--- config.mk ---
export PLATFORM = sky130hd
export DESIGN_NAME = lsu
export DESIGN_NICKNAME = d
export VERILOG_FILES = /design/src/rtl/lsu.sv
export SDC_FILE = /design/constraint.sdc
export NUM_CORES = 1
export LEC_CHECK = 0
export BUFFER_PORTS_ARGS = -buffer_cell sky130_fd_sc_hd__clkbuf_2
export CAP_MARGIN = 5
export CELL_PAD_IN_SITES_DETAIL_PLACEMENT = 1
export CELL_PAD_IN_SITES_GLOBAL_PLACEMENT = 2
export CORE_MARGIN = 2
export CORE_UTILIZATION = 35
export CTS_CLUSTER_SIZE = 14
export DETAILED_ROUTE_END_ITERATION = 12
export PLACE_DENSITY_LB_ADDON = 0.25
export SETUP_SLACK_MARGIN = 0.02
export SYNTH_ARGS = -nofsm -noshare
export SYNTH_HDL_FRONTEND = slang
export SYNTH_SLANG_ARGS = --single-unit
--- constraint.sdc ---
create_clock -name clock -period 2.8 [get_ports clock]
set_input_delay 0.42 -clock clock [delete_from_list [all_inputs] [get_ports clock]]
set_output_delay 0.42 -clock clock [all_outputs]
set_load 0.1 [all_outputs]
--- src/rtl/lsu.sv ---
// Load/store response stage: captures the EXU bus, finishes the AXI R/B handshake,
// aligns/extends load data and emits a one-cycle-valid LSU->WBU bus. Memory waits are time-bounded.
module lsu #(
  parameter int unsigned TIMEOUT = 1024,
  parameter int unsigned CNT_W   = 10
) (
  input  logic         clock,
  input  logic         reset,
  input  logic         exu_valid_i,
  input  logic [126:0] exu_lsu_bus_i,
  input  logic         rvalid_i,
  input  logic [31:0]  rdata_i,
  input  logic [1:0]   rresp_i,
  output logic         rready_o,
  input  logic         bvalid_i,
  input  logic [1:0]   bresp_i,
  output logic         bready_o,
  output logic [119:0] lsu_wbu_bus_o,
  output logic         valid_o,
  output logic         overrun_o
);

  typedef enum logic [1:0] {IDLE, WAIT_R, WAIT_B} state_t;

  localparam logic [CNT_W-1:0] CNT_LAST = CNT_W'(TIMEOUT - 1);

  state_t         state_q, state_d;
  logic [126:0]   op_q, op_d;
  logic [CNT_W-1:0] cnt_q, cnt_d;
  logic           valid_q, valid_d;
  logic           overrun_q, overrun_d;
  logic [119:0]   bus_q, bus_d;

  logic [4:0]     shamt;
  logic [31:0]    word_sh;
  logic [31:0]    load_val;
  logic           timeout_hit;

  // A fault suppresses both architectural write enables; all other fields pass through.
  function automatic logic [119:0] pack(input logic [126:0] op, input logic fault,
                                        input logic [31:0] res);
    return {op[126:95], op[94] & ~fault, op[86:75], op[73] & ~fault, op[72:68],
            op[67], op[66], op[65], op[64], op[63:32], res, fault};
  endfunction

  always_comb begin
    shamt   = {op_q[93:92], 3'b000};
    word_sh = rdata_i >> shamt;
    case (op_q[91:88])
      4'b0011: load_val = {{16{word_sh[15]}}, word_sh[15:0]};
      4'b0111: load_val = {16'h0000, word_sh[15:0]};
      4'b0001: load_val = {{24{word_sh[7]}}, word_sh[7:0]};
      4'b0101: load_val = {24'h000000, word_sh[7:0]};
      default: load_val = word_sh;
    endcase
  end

  assign timeout_hit = (TIMEOUT != 0) && (cnt_q == CNT_LAST);
  assign rready_o    = (state_q == WAIT_R);
  assign bready_o    = (state_q == WAIT_B);

  always_comb begin
    state_d   = state_q;
    op_d      = op_q;
    cnt_d     = cnt_q;
    valid_d   = 1'b0;
    overrun_d = overrun_q;
    bus_d     = bus_q;
    if (exu_valid_i && state_q != IDLE) overrun_d = 1'b1;
    case (state_q)
      IDLE: begin
        if (exu_valid_i) begin
          op_d  = exu_lsu_bus_i;
          cnt_d = '0;
          if (|exu_lsu_bus_i[91:88]) begin
            state_d = WAIT_R;
          end else if (exu_lsu_bus_i[87]) begin
            state_d = WAIT_B;
          end else begin
            valid_d = 1'b1;
            bus_d   = pack(exu_lsu_bus_i, 1'b0, exu_lsu_bus_i[31:0]);
          end
        end
      end
      WAIT_R: begin
        // A response in the timeout cycle takes priority over the timeout.
        if (rvalid_i) begin
          state_d = IDLE;
          valid_d = 1'b1;
          bus_d   = pack(op_q, |rresp_i, op_q[74] ? load_val : op_q[31:0]);
        end else if (timeout_hit) begin
          state_d = IDLE;
          valid_d = 1'b1;
          bus_d   = pack(op_q, 1'b1, op_q[31:0]);
        end else begin
          cnt_d = cnt_q + 1'b1;
        end
      end
      WAIT_B: begin
        if (bvalid_i) begin
          state_d = IDLE;
          valid_d = 1'b1;
          bus_d   = pack(op_q, |bresp_i, op_q[31:0]);
        end else if (timeout_hit) begin
          state_d = IDLE;
          valid_d = 1'b1;
          bus_d   = pack(op_q, 1'b1, op_q[31:0]);
        end else begin
          cnt_d = cnt_q + 1'b1;
        end
      end
      default: state_d = IDLE;
    endcase
  end

  always_ff @(posedge clock or negedge reset) begin
    if (!reset) begin
      state_q   <= IDLE;
      op_q      <= '0;
      cnt_q     <= '0;
      valid_q   <= 1'b0;
      overrun_q <= 1'b0;
      bus_q     <= '0;
    end else begin
      state_q   <= state_d;
      op_q      <= op_d;
      cnt_q     <= cnt_d;
      valid_q   <= valid_d;
      overrun_q <= overrun_d;
      bus_q     <= bus_d;
    end
  end

  assign lsu_wbu_bus_o = bus_q;
  assign valid_o       = valid_q;
  assign overrun_o     = overrun_q;

endmodule

# After elaboration in Yosys (flattened, before gate mapping)
# Cells that the tools add are included.
[totals]
register_bits = 261
wordCells = 66
[classes]
n_reduce_logical = 11
shifts = 1
eq_ne = 13
mux = 28
n_bitwise = 6
add_sub_neg = 1
[ops]
columns = ["cell", "n"]
rows = [
  ["two-way mux 120 bit", 6],
  ["case mux 120 bit (3 select lines)", 1],
  ["case mux 32 bit (4 select lines)", 1],
  ["two-way mux 10 bit", 4],
  ["two-way mux 32 bit", 1],
  [">> shifter 32 x 5 -> 32 bit", 1],
  ["case mux 10 bit (3 select lines)", 1],
  ["two-way mux 2 bit", 6],
  ["adder 10 x 1 -> 10 bit, second input constant", 1],
  ["equality test 10 bit, second input constant", 1],
  ["inequality test 2 bit, second input constant", 5],
  ["equality test 4 x 3 -> 1 bit, second input constant", 2],
  ["AND reduction 4 bit", 2],
  ["two-way mux 1 bit", 6],
  ["case mux 2 bit (3 select lines)", 1],
  ["AND 1 bit", 4],
  ["equality test 4 x 1 -> 1 bit, second input constant", 1],
  ["equality test 4 x 2 -> 1 bit, second input constant", 1],
  ["AND reduction 2 bit", 2],
  ["OR reduction 2 bit", 2],
  ["OR reduction 4 bit", 1],
  ["inequality test 3 bit, second input constant", 1],
  ["case mux 1 bit (3 select lines)", 1],
  ["nonzero test 3 bit", 1],
  ["other kinds (6)", 7],
]

# Logic depth before layout (Yosys ltp)
# Gate-level depths: netlist of run 1.
[logic_depth]
ltp_word = 5
mapped_depth = 9
depth_no_buf = 7

# Least setup slack after synthesis of run 1
# Ideal clock, no wire load.
[synth_timing]
kind = "register -> register"
startpoint = "register state_q[1]"
endpoint = "register bus_q[15], in the netlist lsu_wbu_bus_o[15]"
path_slack_ns = 0.177
path_buffers = 2
stages_incl_launch_ff = 10
required_time_ns = 2.727
t_arrival_ns = 2.551
path_cell_list = "dfrtp_1 > inv_1 > ha_1 > nor2b_1 > nor2_1 > o31ai_1 > buf_6 > buf_1 > nand2_1 > nand4b_1"
[synth_via]
elab_chain_cells = 3
elab_cells_between_ends = 9
cone_classes = "5 x eq/ne; 1 x mux; 3 x reduce/logical"
[synth_rtl]
columns = ["item", "line", "rtl"]
rows = [
  ["start, declared", "27", "state_t state_q, state_d;"],
  ["start signal, assigned", "125", "state_q <= state_d;"],
  ["equality test 2 x 1 -> 1 bit (*)", "-", ""],
  ["named net rready_o", "14", "output logic rready_o,"],
  ["nonzero test 3 bit (no source line)", "-", ""],
  ["AND reduction 4 bit (no source line)", "-", ""],
  ["end signal, assigned", "130", "bus_q <= bus_d;"],
  ["end, declared", "32", "logic [119:0] bus_q, bus_d;"],
]
# Mark *: on every way through the listed nets, which the timed path passes. The rest lies on a longest branch.
# A chain may end at the register's enable or synchronous reset.

# Final worst setup path of run 1
[layout_timing]
startpoint = "register state_q[1]"
endpoint = "output port rready_o"
[layout_via]
elab_chain_cells = 1
[layout_rtl]
columns = ["item", "line", "rtl"]
rows = [
  ["equality test 2 x 1 -> 1 bit", "59", "assign rready_o = (state_q == WAIT_R);"],
  ["end, declared", "14", ""],
]
# No other way between the ends.

==> results of run 1 <==
[synth_stat cells (all sizes together), types with 9 or more instances]
| cell type | count | area share |
|---|---|---|
| mux2i | 16 | 0.013 |
| a31oi | 18 | 0.0090 |
| a21o | 88 | 0.053 |
| nand2 | 49 | 0.015 |
| o2bb2ai | 9 | 0.0063 |
| nor2 | 31 | 0.0095 |
| nor4 | 11 | 0.0055 |
| inv | 23 | 0.0069 |
| a22o | 87 | 0.061 |
| nor2b | 13 | 0.0065 |
| or3 | 18 | 0.0090 |
| o32ai | 9 | 0.0078 |
| nand3 | 20 | 0.0080 |
| o21ai | 43 | 0.017 |
| a211oi | 9 | 0.0054 |
| nand4 | 13 | 0.0065 |
| a21oi | 23 | 0.0095 |
| dfrtp | 260 | 0.52 |
| clkbuf | 48 | 0.014 |
| buf | 37 | 0.021 |
| mux2 | 146 | 0.13 |
[through the flow]
step                cell area (µm²)  worst slack [ns]
floorplan                     12500             0.177
finish                        15700             0.129
global placement              14700             0.204
global route                  15600            0.0306
detailed placement            14700             0.137
CTS                           15600             0.116
[repair_timing]
item | CTS | global route
setup endpoints to repair | 0 | 0
endpoints found under the hold margin | 61 | 0
hold buffers | 1 | 0
[flip-flops by register name, summed over array words and instances, names as in the netlist]
| name | cells |
|---|---|
| overrun_o | 1 |
| lsu_wbu_bus_o | 120 |
| cnt_q | 10 |
| state_q | 2 |
| valid_o | 1 |
| op_q | 126 |
[metal layers]
metal  track usage  share of wire
met1         0.290           0.44
met2         0.355           0.47
met3        0.0545          0.074
met4        0.0577          0.023
met5             0        0.00027
[critical path: cells and delay by family (launching register included)]
family	cells	cell delay, ns
adders and majority gates	1	0.32
buffers and inverters	3	0.93
DFF	1	0.41
[cell type report]
class	count	area (µm²)	share of cell area
Antenna cell	2	5.00	0.000320
Clock buffer	48	910	0.0581
Clock inverter	4	62.6	0.00400
Inverter	24	90.1	0.00576
Multi-Input combinational cell	700	5510	0.352
Sequential cell	260	6510	0.416
Tap cell	461	577	0.0369
Timing Repair Buffer	342	1990	0.127
[cells by family (layout without fill, tap and decap cells)]
group,count (synthesis),after routing
other cells,0,2
buf+inv,109,418
mux,162,162
flops,260,260
xor+xnor,7,7
simple gates,185,185
compound gates,341,341
fa+ha+maj,5,5
[worst min-delay path by stage]
stage | start | endpoint | cells after the start
finish | exu_lsu_bus_i[74] | op_q[74] | 2
global placement | reset | op_q[21] | 1
floorplan | reset | cnt_q[0] | 0
CTS | exu_lsu_bus_i[74] | op_q[74] | 2
detailed placement | reset | op_q[21] | 1
global route | exu_lsu_bus_i[74] | op_q[74] | 2
==> impl_metrics.csv, run 1 <==
group,metric,value,unit
synthesis,synth-xor-area-share,0.00490,
clock_tree,ctsResizeCount,0,
sta,finalSetupTns,0,ns
die,initial_core_util,0.353,
clock_tree,numCtsBuffers,31,
clock_tree,clockRootBuffer,"clkbuf_16",
synthesis,yosysSeqAreaShare,0.521,
route,ant_nets,0,
sta,fmax,0.374,GHz
die,fp.dieH,193,µm
finish,drive_above_1_share,0.391,
grt,grt_pass1_vias,10800,
clock_tree,clock_sinks,260,
synthesis,syn_inst,1069,
setup_path,critPathKind,"flop to primary output",
place,gp_congestion,0.786,
synthesis,ys_async_sr_fraction,1.00,
clock_tree,postCtsSetupBuffers,0,
synthesis,synth_edf_count,0,
sta,hold_slack,0.0747,ns
clock_tree,clk_latency,0.58,ns
die,core-area,35400,µm²
route,drtIter0Drc,495,
die,rows,69,
route,wire_per_inst,22.1,µm
setup_path,cp_slowest_cell,"clkbuf_2",
die,die_w,193,µm
setup_path,r2r-end,"lsu_wbu_bus_o[12]",
sta,clock_skew,0.0150,ns
run_status,outcome,"completed",
sta,hold_violations,0,
synthesis,ys_warn_count,0,
setup_path,reg2regPathDepth,8,
route,drt_first_pass_iters,5,
sta,worstMarginPinSlew,0.628,ns
synthesis,synthSimpleGateAreaFrac,0.0776,
synthesis,synth_mux_area_frac,0.144,
clock_tree,cts_buffer_depth,3,
clock_tree,cts-htree-levels,1,
hold_path,min_path_type,"input pin to flop",
finish,final_cells,1841,
synthesis,syn_area_per_cell,11.7,µm²
die,dieArea,37200,µm²
grt,grt-ovfl-total,0,
setup_path,startpoint,"state_q[1]",
synthesis,yosysUniqueCellTypes,59,
flow_run,drv_cap,0,
setup_path,start_kind,"flop",
place,dp.cells,1786,
sta,relSlewSlack,0.581,
synthesis,synth_top_family_by_area,"compound AO/OA/AOI/OAI gates",
sta,drv_slew,0,
sta,setup_viol,0,
synthesis,synth.net_count,1242,
setup_path,cp-endpoint,"rready_o",
setup_path,worstPathRequired,2.38,ns
setup_path,arrival,2.25,ns
grt,grt_max_degree,70,
setup_path,crit_chain,"inv_1, ha_1, buf_4, clkbuf_2",
sta,fin_crit_sh,0.954,
finish,final_common_cell,"clkbuf_2",
synthesis,synth_seq_cells,260,
clock_tree,clk_pin_slew,0.06,ns
grt,track_usage,0.218,
place,portBuffers,291,
sta,fin_crit,2.67,ns
synthesis,synth_compound_area_frac,0.206,
route,via_per_inst,5.53,
route,remaining_drc_errors,0,
grt,antenna_found_initial,2,
finish,syn_to_final_growth,25.2,%
grt,grt_pass1_wl,63500,µm
setup_path,worstPathMaxFanout,19,
place,dp_hpwl,27900,µm
setup_path,crit_path_max_incr_delay,0.51,ns
setup_path,r2r_setup_slack,0.17,ns
synthesis,synth_flop_cell,"dfrtp_1",
die,pin_count,292,
clock_tree,cts_tree,"built",
setup_path,r2r-start,"state_q[0]",
sta,rsz0062_at_grt,"no",
finish,final_util,0.442,
synthesis,synthAdderAreaFrac,0.00501,
finish,nets,1532,
setup_path,cp-end-kind,"primary output",
synthesis,syn-cell-area,12500,µm²
route,wirelength,40700,µm
route,vias,10200,
finish,fillers,3863,
finish,mostFrequentLayoutCells,"clkbuf_2, dfrtp_1, mux2_2",
Power of run 1 is not shown: default switching activity piles up to over one toggle a cycle in this logic, so the estimate is an artifact.
==> inputs of run 2 (changes only) <==
--- a/config.mk
+++ b/config.mk
@@ -5,12 +5,13 @@
 export SDC_FILE = /design/constraint.sdc
 export NUM_CORES = 1
 export LEC_CHECK = 0
+export ABC_AREA = 1
 export BUFFER_PORTS_ARGS = -buffer_cell sky130_fd_sc_hd__clkbuf_2
 export CAP_MARGIN = 5
 export CELL_PAD_IN_SITES_DETAIL_PLACEMENT = 1
 export CELL_PAD_IN_SITES_GLOBAL_PLACEMENT = 2
 export CORE_MARGIN = 2
-export CORE_UTILIZATION = 35
+export CORE_UTILIZATION = 32
 export CTS_CLUSTER_SIZE = 14
 export DETAILED_ROUTE_END_ITERATION = 12
 export PLACE_DENSITY_LB_ADDON = 0.25
==> run 2 against run 1 <==
- register-to-register slack better by 0.23 ns
- critical path type unchanged
- global-route usage grew 0.17 points
- area after synthesis rose by 6.4%
==> impl_metrics.csv, run 2 <==
group,metric,value,unit
die,pin_count,292,
setup_path,cp_slowest_cell,"clkbuf_2",
setup_path,critPathKind,"flop to primary output",
finish,largest_register_ff_count,126,
setup_path,crit_family,"buffers and inverters",
clock_tree,cts_buffer_depth,3,
place,preCtsSetupSlack,0.370,ns
setup_path,cp-end-kind,"primary output",
die,core-area,40900,µm²
sta,fin_crit_sh,0.913,
sta,rsz0062_at_grt,"no",
synthesis,yosysSeqAreaShare,0.489,
place,dp_hpwl,32400,µm
synthesis,synthTopCellsByCount,"nand2_1, nand3_1, dfrtp_1",
route,drt_first_pass_iters,4,
finish,final_common_cell,"nand2_1",
grt,grt_pass1_wl,75700,µm
die,rows,74,
clock_tree,clockRootBuffer,"clkbuf_16",
synthesis,ys_warn_count,0,
synthesis,syn_area_per_cell,8.13,µm²
synthesis,synth.net_count,1809,
grt,grt_pass1_vias,13300,
clock_tree,clk_pin_slew,0.06,ns
setup_path,worstPathMaxFanout,20,
sta,relSlewSlack,0.517,
die,die_w,208,µm
grt,track_usage,0.219,
route,wire_per_inst,19.5,µm
synthesis,synth_flop_cell,"dfrtp_1",
sta,setup_viol,0,
synthesis,synthTopCellsByArea,"dfrtp_1, nand2_1, nand3_1",
die,dieArea,43200,µm²
sta,fmax,0.391,GHz
sta,fin_crit,2.56,ns
synthesis,synth_most_common_cell,"nand2_1",
grt,grt_max_degree,86,
sta,hold_violations,0,
setup_path,worstPathRequired,2.38,ns
setup_path,crit_chain,"inv_1, ha_1, buf_4, clkbuf_2",
clock_tree,cts_tree,"built",
finish,syn_to_final_growth,24.0,%
sta,layout_setup_ws,0.245,ns
synthesis,synth_top_area_share,0.489,
finish,drive_above_1_share,0.254,
synthesis,ys_async_sr_fraction,1.00,
clock_tree,ctsResizeCount,0,
setup_path,r2r_setup_slack,0.40,ns
route,via_per_inst,5.04,
place,portBuffers,291,
route,drtIter0Drc,583,
setup_path,worst-path-buf-inv,3,
sta,drv_slew,0,
route,vias,12300,
place,gp_congestion,0.787,
pwr,leakagePower,8.43,nW
synthesis,synth_edf_count,0,
sta,worstMarginPinSlew,0.723,ns
grt,grt-ovfl-total,0,
sta,clock_skew,0.0118,ns
run_status,outcome,"completed",
pwr,power_density,1510,nW/µm²
flow_run,drv_cap,0,
die,initial_core_util,0.325,
die,fp.dieH,208,µm
clock_tree,clk_latency,0.59,ns
pwr,power.total,0.0249,W
finish,final_util,0.403,
route,remaining_drc_errors,0,
route,wirelength,47700,µm
finish,mostFrequentLayoutCells,"nand2_1, nand3_1, clkbuf_2",
synthesis,syn_inst,1636,
clock_tree,clock_sinks,260,
route,ant_nets,0,
synthesis,yosys.area.top_type,"dfrtp_1",
setup_path,crit_path_max_incr_delay,0.52,ns
hold_path,min_path_type,"input pin to flop",
finish,nets,2058,
sta,finalSetupTns,0,ns
clock_tree,numCtsBuffers,31,
clock_tree,cts-htree-levels,1,
pwr,ir_worst_vdd,0.000907,V
setup_path,start_kind,"flop",
sta,hold_slack,0.0809,ns
setup_path,arrival,2.14,ns
synthesis,synth_seq_cells,260,
synthesis,syn-cell-area,13300,µm²
finish,regMostFlops,"op_q",
grt,antenna_found_initial,3,
synthesis,yosysUniqueCellTypes,33,
run 2: cell count changes after synthesis, moves of 18 or more:
| cell | previous run | this run |
|---|---|---|
| a22o_1 | 87 | 0 |
| a21o_1 | 88 | 0 |
| nand2_1 | 48 | 520 |
| or3_1 | 18 | 0 |
| mux2_2 | 146 | 84 |
| nand3_1 | 20 | 341 |
| buf_2 | 13 | 49 |
| inv_1 | 23 | 92 |
| a21oi_1 | 22 | 85 |
run 2: worst reg2reg max path: stages, from the launching register on:
cell and delay, ns:
dfrtp_1 0.39, inv_1 0.08, ha_1 0.34, a21oi_4 0.25, nand3_4 0.23, inv_2 0.16
buf_4 0.54, nand3_1 0.20, nand3_1 0.15
run 2: what timing repair did:
item / CTS / global route
hold endpoints to repair: 58 / 0
hold buffers: 1 / 0
buffers inserted: 0 / 0
run 2: per-layer routing:
metal | up-vias | GRT usage | share of wire
li1 | 5908 | - | -
met1 | 6113 | 0.283 | 0.44
met2 | 224 | 0.370 | 0.48
met3 | 55 | 0.0587 | 0.062
met4 | 2 | 0.0448 | 0.019
met5 | - | 0 | 0.00023
run 2: cell type report:
class	instances	area (µm²)
inverters	102	385
repair buffers	328	1900
multi-input cells	1162	5880
diodes	2	5.00
clock buffers	43	871
clock inverters	14	285
well taps	532	666
flip-flops and latches	260	6510
fillers	4972	24400
run 2: logic make-up after synthesis:
kind of cell	count (synthesis)	synth area share
compound gates	158	0.0641
xor+xnor	3	0.00198
fa+ha+maj	5	0.00470
buf+inv	214	0.0701
flops	260	0.489
mux	84	0.0711
simple gates	912	0.299
run 2: path summary, 6_finish.rpt:
| path | from | to | cells after the start |
|---|---|---|---|
| max | state_q[1] | rready_o | 4 |
| min | exu_lsu_bus_i[53] | op_q[53] | 2 |
| max reg2reg | state_q[0] | lsu_wbu_bus_o[39] | 8 |
| min reg2reg | lsu_wbu_bus_o[36] | lsu_wbu_bus_o[36] | 2 |
| max in group asynchronous | reset | lsu_wbu_bus_o[73] | 3 |
| min in group asynchronous | reset | op_q[21] | 2 |
run 2: metrics by stage:
step	std cells	cell area (µm²)
4_1_cts	2441	16500
3_3_place_gp	2383	15300
2_1_floorplan	1636	13300
5_1_grt	2442	16500
6_report	2443	16500
3_5_place_dp	2383	15300
run 2: power breakdown:
group          total, W  internal [W]  switching [W]
logic            0.0137       0.00299         0.0107
clock network   0.00460       0.00290        0.00170
registers       0.00660       0.00549        0.00110
total            0.0249        0.0114         0.0135
Note: power is estimated with default switching activity, not from simulation.
==> inputs of run 3 (changes only) <==
==> constraint.sdc (replaced) <==
create_clock -name clock -period 2.6 [get_ports clock]
set_input_delay 0.39 -clock clock [delete_from_list [all_inputs] [get_ports clock]]
set_output_delay 0.39 -clock clock [all_outputs]
set_load 0.1 [all_outputs]
==> run 3 against run 2 <==
- core utilization increased by 0.33 points
- largest power group unchanged
- final area is 0.81% higher
- via count increased by 0.88%
- clock power grew 10%
- final cell count rose by 0.29%
- largest cell class unchanged
- clock-buffer cell count is the same
==> impl_metrics.csv, run 3 (synthesis gave the netlist of run 2 again) <==
group,metric,value,unit
place,dp_hpwl,32400,µm
clock_tree,clockRootBuffer,"clkbuf_16",
setup_path,crit_chain,"inv_1, ha_1, buf_4, clkbuf_2",
finish,mostFrequentLayoutCells,"nand2_1, nand3_1, clkbuf_2",
pwr,ir_worst_vdd,0.00114,V
clock_tree,cts_tree,"built",
route,wirelength,47400,µm
place,preCtsSetupSlack,0.376,ns
clock_tree,clock_sinks,260,
clock_tree,cts_buffer_depth,3,
sta,fin_crit_sh,0.937,
sta,fmax,0.411,GHz
setup_path,critPathKind,"flop to primary output",
finish,drive_above_1_share,0.258,
finish,seq_area,6510,µm²
place,portBuffers,291,
finish,multiInputGateArea,5880,µm²
grt,grt-ovfl-total,0,
pwr,power_density,1630,nW/µm²
die,dieArea,43200,µm²
setup_path,reg2regPathDepth,9,
sta,clock_skew,0.0205,ns
sta,fin_crit,2.44,ns
sta,rsz0062_at_grt,"no",
route,drtIter0Drc,682,
hold_path,min_to,"op_q[63]",
route,ant_nets,0,
route,vias,12400,
setup_path,start_kind,"flop",
setup_path,r2r_setup_slack,0.37,ns
route,drt_first_pass_iters,4,
route,wire_per_inst,19.3,µm
finish,regMostFlops,"op_q",
hold_path,hold_start,"exu_lsu_bus_i[63]",
clock_tree,clk_pin_slew,0.06,ns
finish,final_util,0.406,
clock_tree,cts-htree-levels,2,
setup_path,crit_path_max_incr_delay,0.52,ns
place,dp.cells,2388,
setup_path,worstPathMaxFanout,19,
flow_run,drv_cap,0,
grt,grt_pass1_wl,75000,µm
setup_path,r2r-end,"lsu_wbu_bus_o[109]",
pwr,leakagePower,8.49,nW
die,die_w,208,µm
grt,grt_max_degree,80,
finish,largest_register_ff_count,126,
sta,drv_slew,0,
sta,finalSetupTns,0,ns
setup_path,worstPathRequired,2.21,ns
sta,relSlewSlack,0.481,
finish,syn_to_final_growth,25.0,%
setup_path,r2r-start,"state_q[0]",
hold_path,min_path_cells,2,
die,initial_core_util,0.325,
route,via_per_inst,5.07,
sta,hold_violations,0,
die,core-area,40900,µm²
route,remaining_drc_errors,0,
finish,nets,2066,
sta,setup_viol,0,
grt,grt_pass1_vias,13000,
place,gp_congestion,0.790,
finish,final_common_cell,"nand2_1",
grt,track_usage,0.219,
hold_path,min_path_type,"input pin to flop",
die,rows,74,
die,fp.dieH,208,µm
finish,fillers,4964,
run_status,outcome,"completed",
setup_path,cp_slowest_cell,"clkbuf_2",
finish,final_cells,2450,
sta,layout_setup_ws,0.164,ns
sta,worstMarginPinSlew,0.779,ns
clock_tree,postCtsSetupBuffers,0,
clock_tree,clk_latency,0.55,ns
grt,antenna_found_initial,3,
setup_path,arrival,2.05,ns
clock_tree,numCtsBuffers,34,
die,pin_count,292,
setup_path,cp-end-kind,"primary output",
run 3: cell count changes in the layout (fill, tap and decap cells not counted):
cell	change
clkinv_8	+1
bufinv_16	-2
clkbuf_8	-1
clkinv_4	+1
buf_12	+5
clkbuf_16	+3
clkinvlp_4	+2
clkbuf_1	-2
run 3: worst max path at each step:
stage                          start                 end  slack, ns  depth (start not counted)
after floorplan           state_q[0]  lsu_wbu_bus_o[119]       0.11                          9
after global placement    state_q[0]   lsu_wbu_bus_o[83]       0.51                          9
after detailed placement  state_q[0]  lsu_wbu_bus_o[109]       0.38                          9
after CTS                 state_q[1]            rready_o       0.12                          4
after global routing      state_q[1]            rready_o       0.04                          4
final                     state_q[1]            rready_o       0.16                          4
run 3: repair_timing:
| action | in CTS | in global routing |
|---|---|---|
| hold buffers | 1 | 0 |
| hold endpoints to repair | 71 | 0 |
| resized for setup | 0 | 0 |
run 3: critical path: cells and delay by family, from the launching register on:
kind / cells / cell delay (ns)
buffers and inverters: 3 / 0.90
DFF: 1 / 0.41
adders and majority gates: 1 / 0.19
run 3: through the flow:
| stage | instance area [µm²] | power [W] | hold slack [ns] |
|---|---|---|---|
| after global routing | 16600 | 0.0287 | 0.0728 |
| after CTS | 16600 | 0.0274 | 0.0575 |
| final | 16600 | 0.0270 | 0.0901 |
| after floorplan | 13300 | 0.0184 | 0.0944 |
| after detailed placement | 15400 | 0.0222 | 0.468 |
| after global placement | 15400 | 0.0219 | 0.463 |
run 3: area by class of cell:
cell class | count | share of cell area
inverters | 102 | 0.0232
flip-flops and latches | 260 | 0.391
repair buffers | 333 | 0.120
diodes | 2 | 0.000301
multi-input cells | 1162 | 0.354
well taps | 532 | 0.0400
clock inverters | 16 | 0.0160
clock buffers | 43 | 0.0556
run 3: layer usage:
metal,global-route usage,vias to the layer above,part of all wire
met5,0,-,0.00023
met4,0.0653,2,0.025
met3,0.0646,67,0.067
met2,0.353,268,0.46
met1,0.285,6141,0.44
li1,-,5932,-
run 3: power breakdown:
part / switching (W) / total (W) / internal [W]
registers: 0.00120 / 0.00712 / 0.00592
logic: 0.0116 / 0.0149 / 0.00330
clock network: 0.00193 / 0.00507 / 0.00314
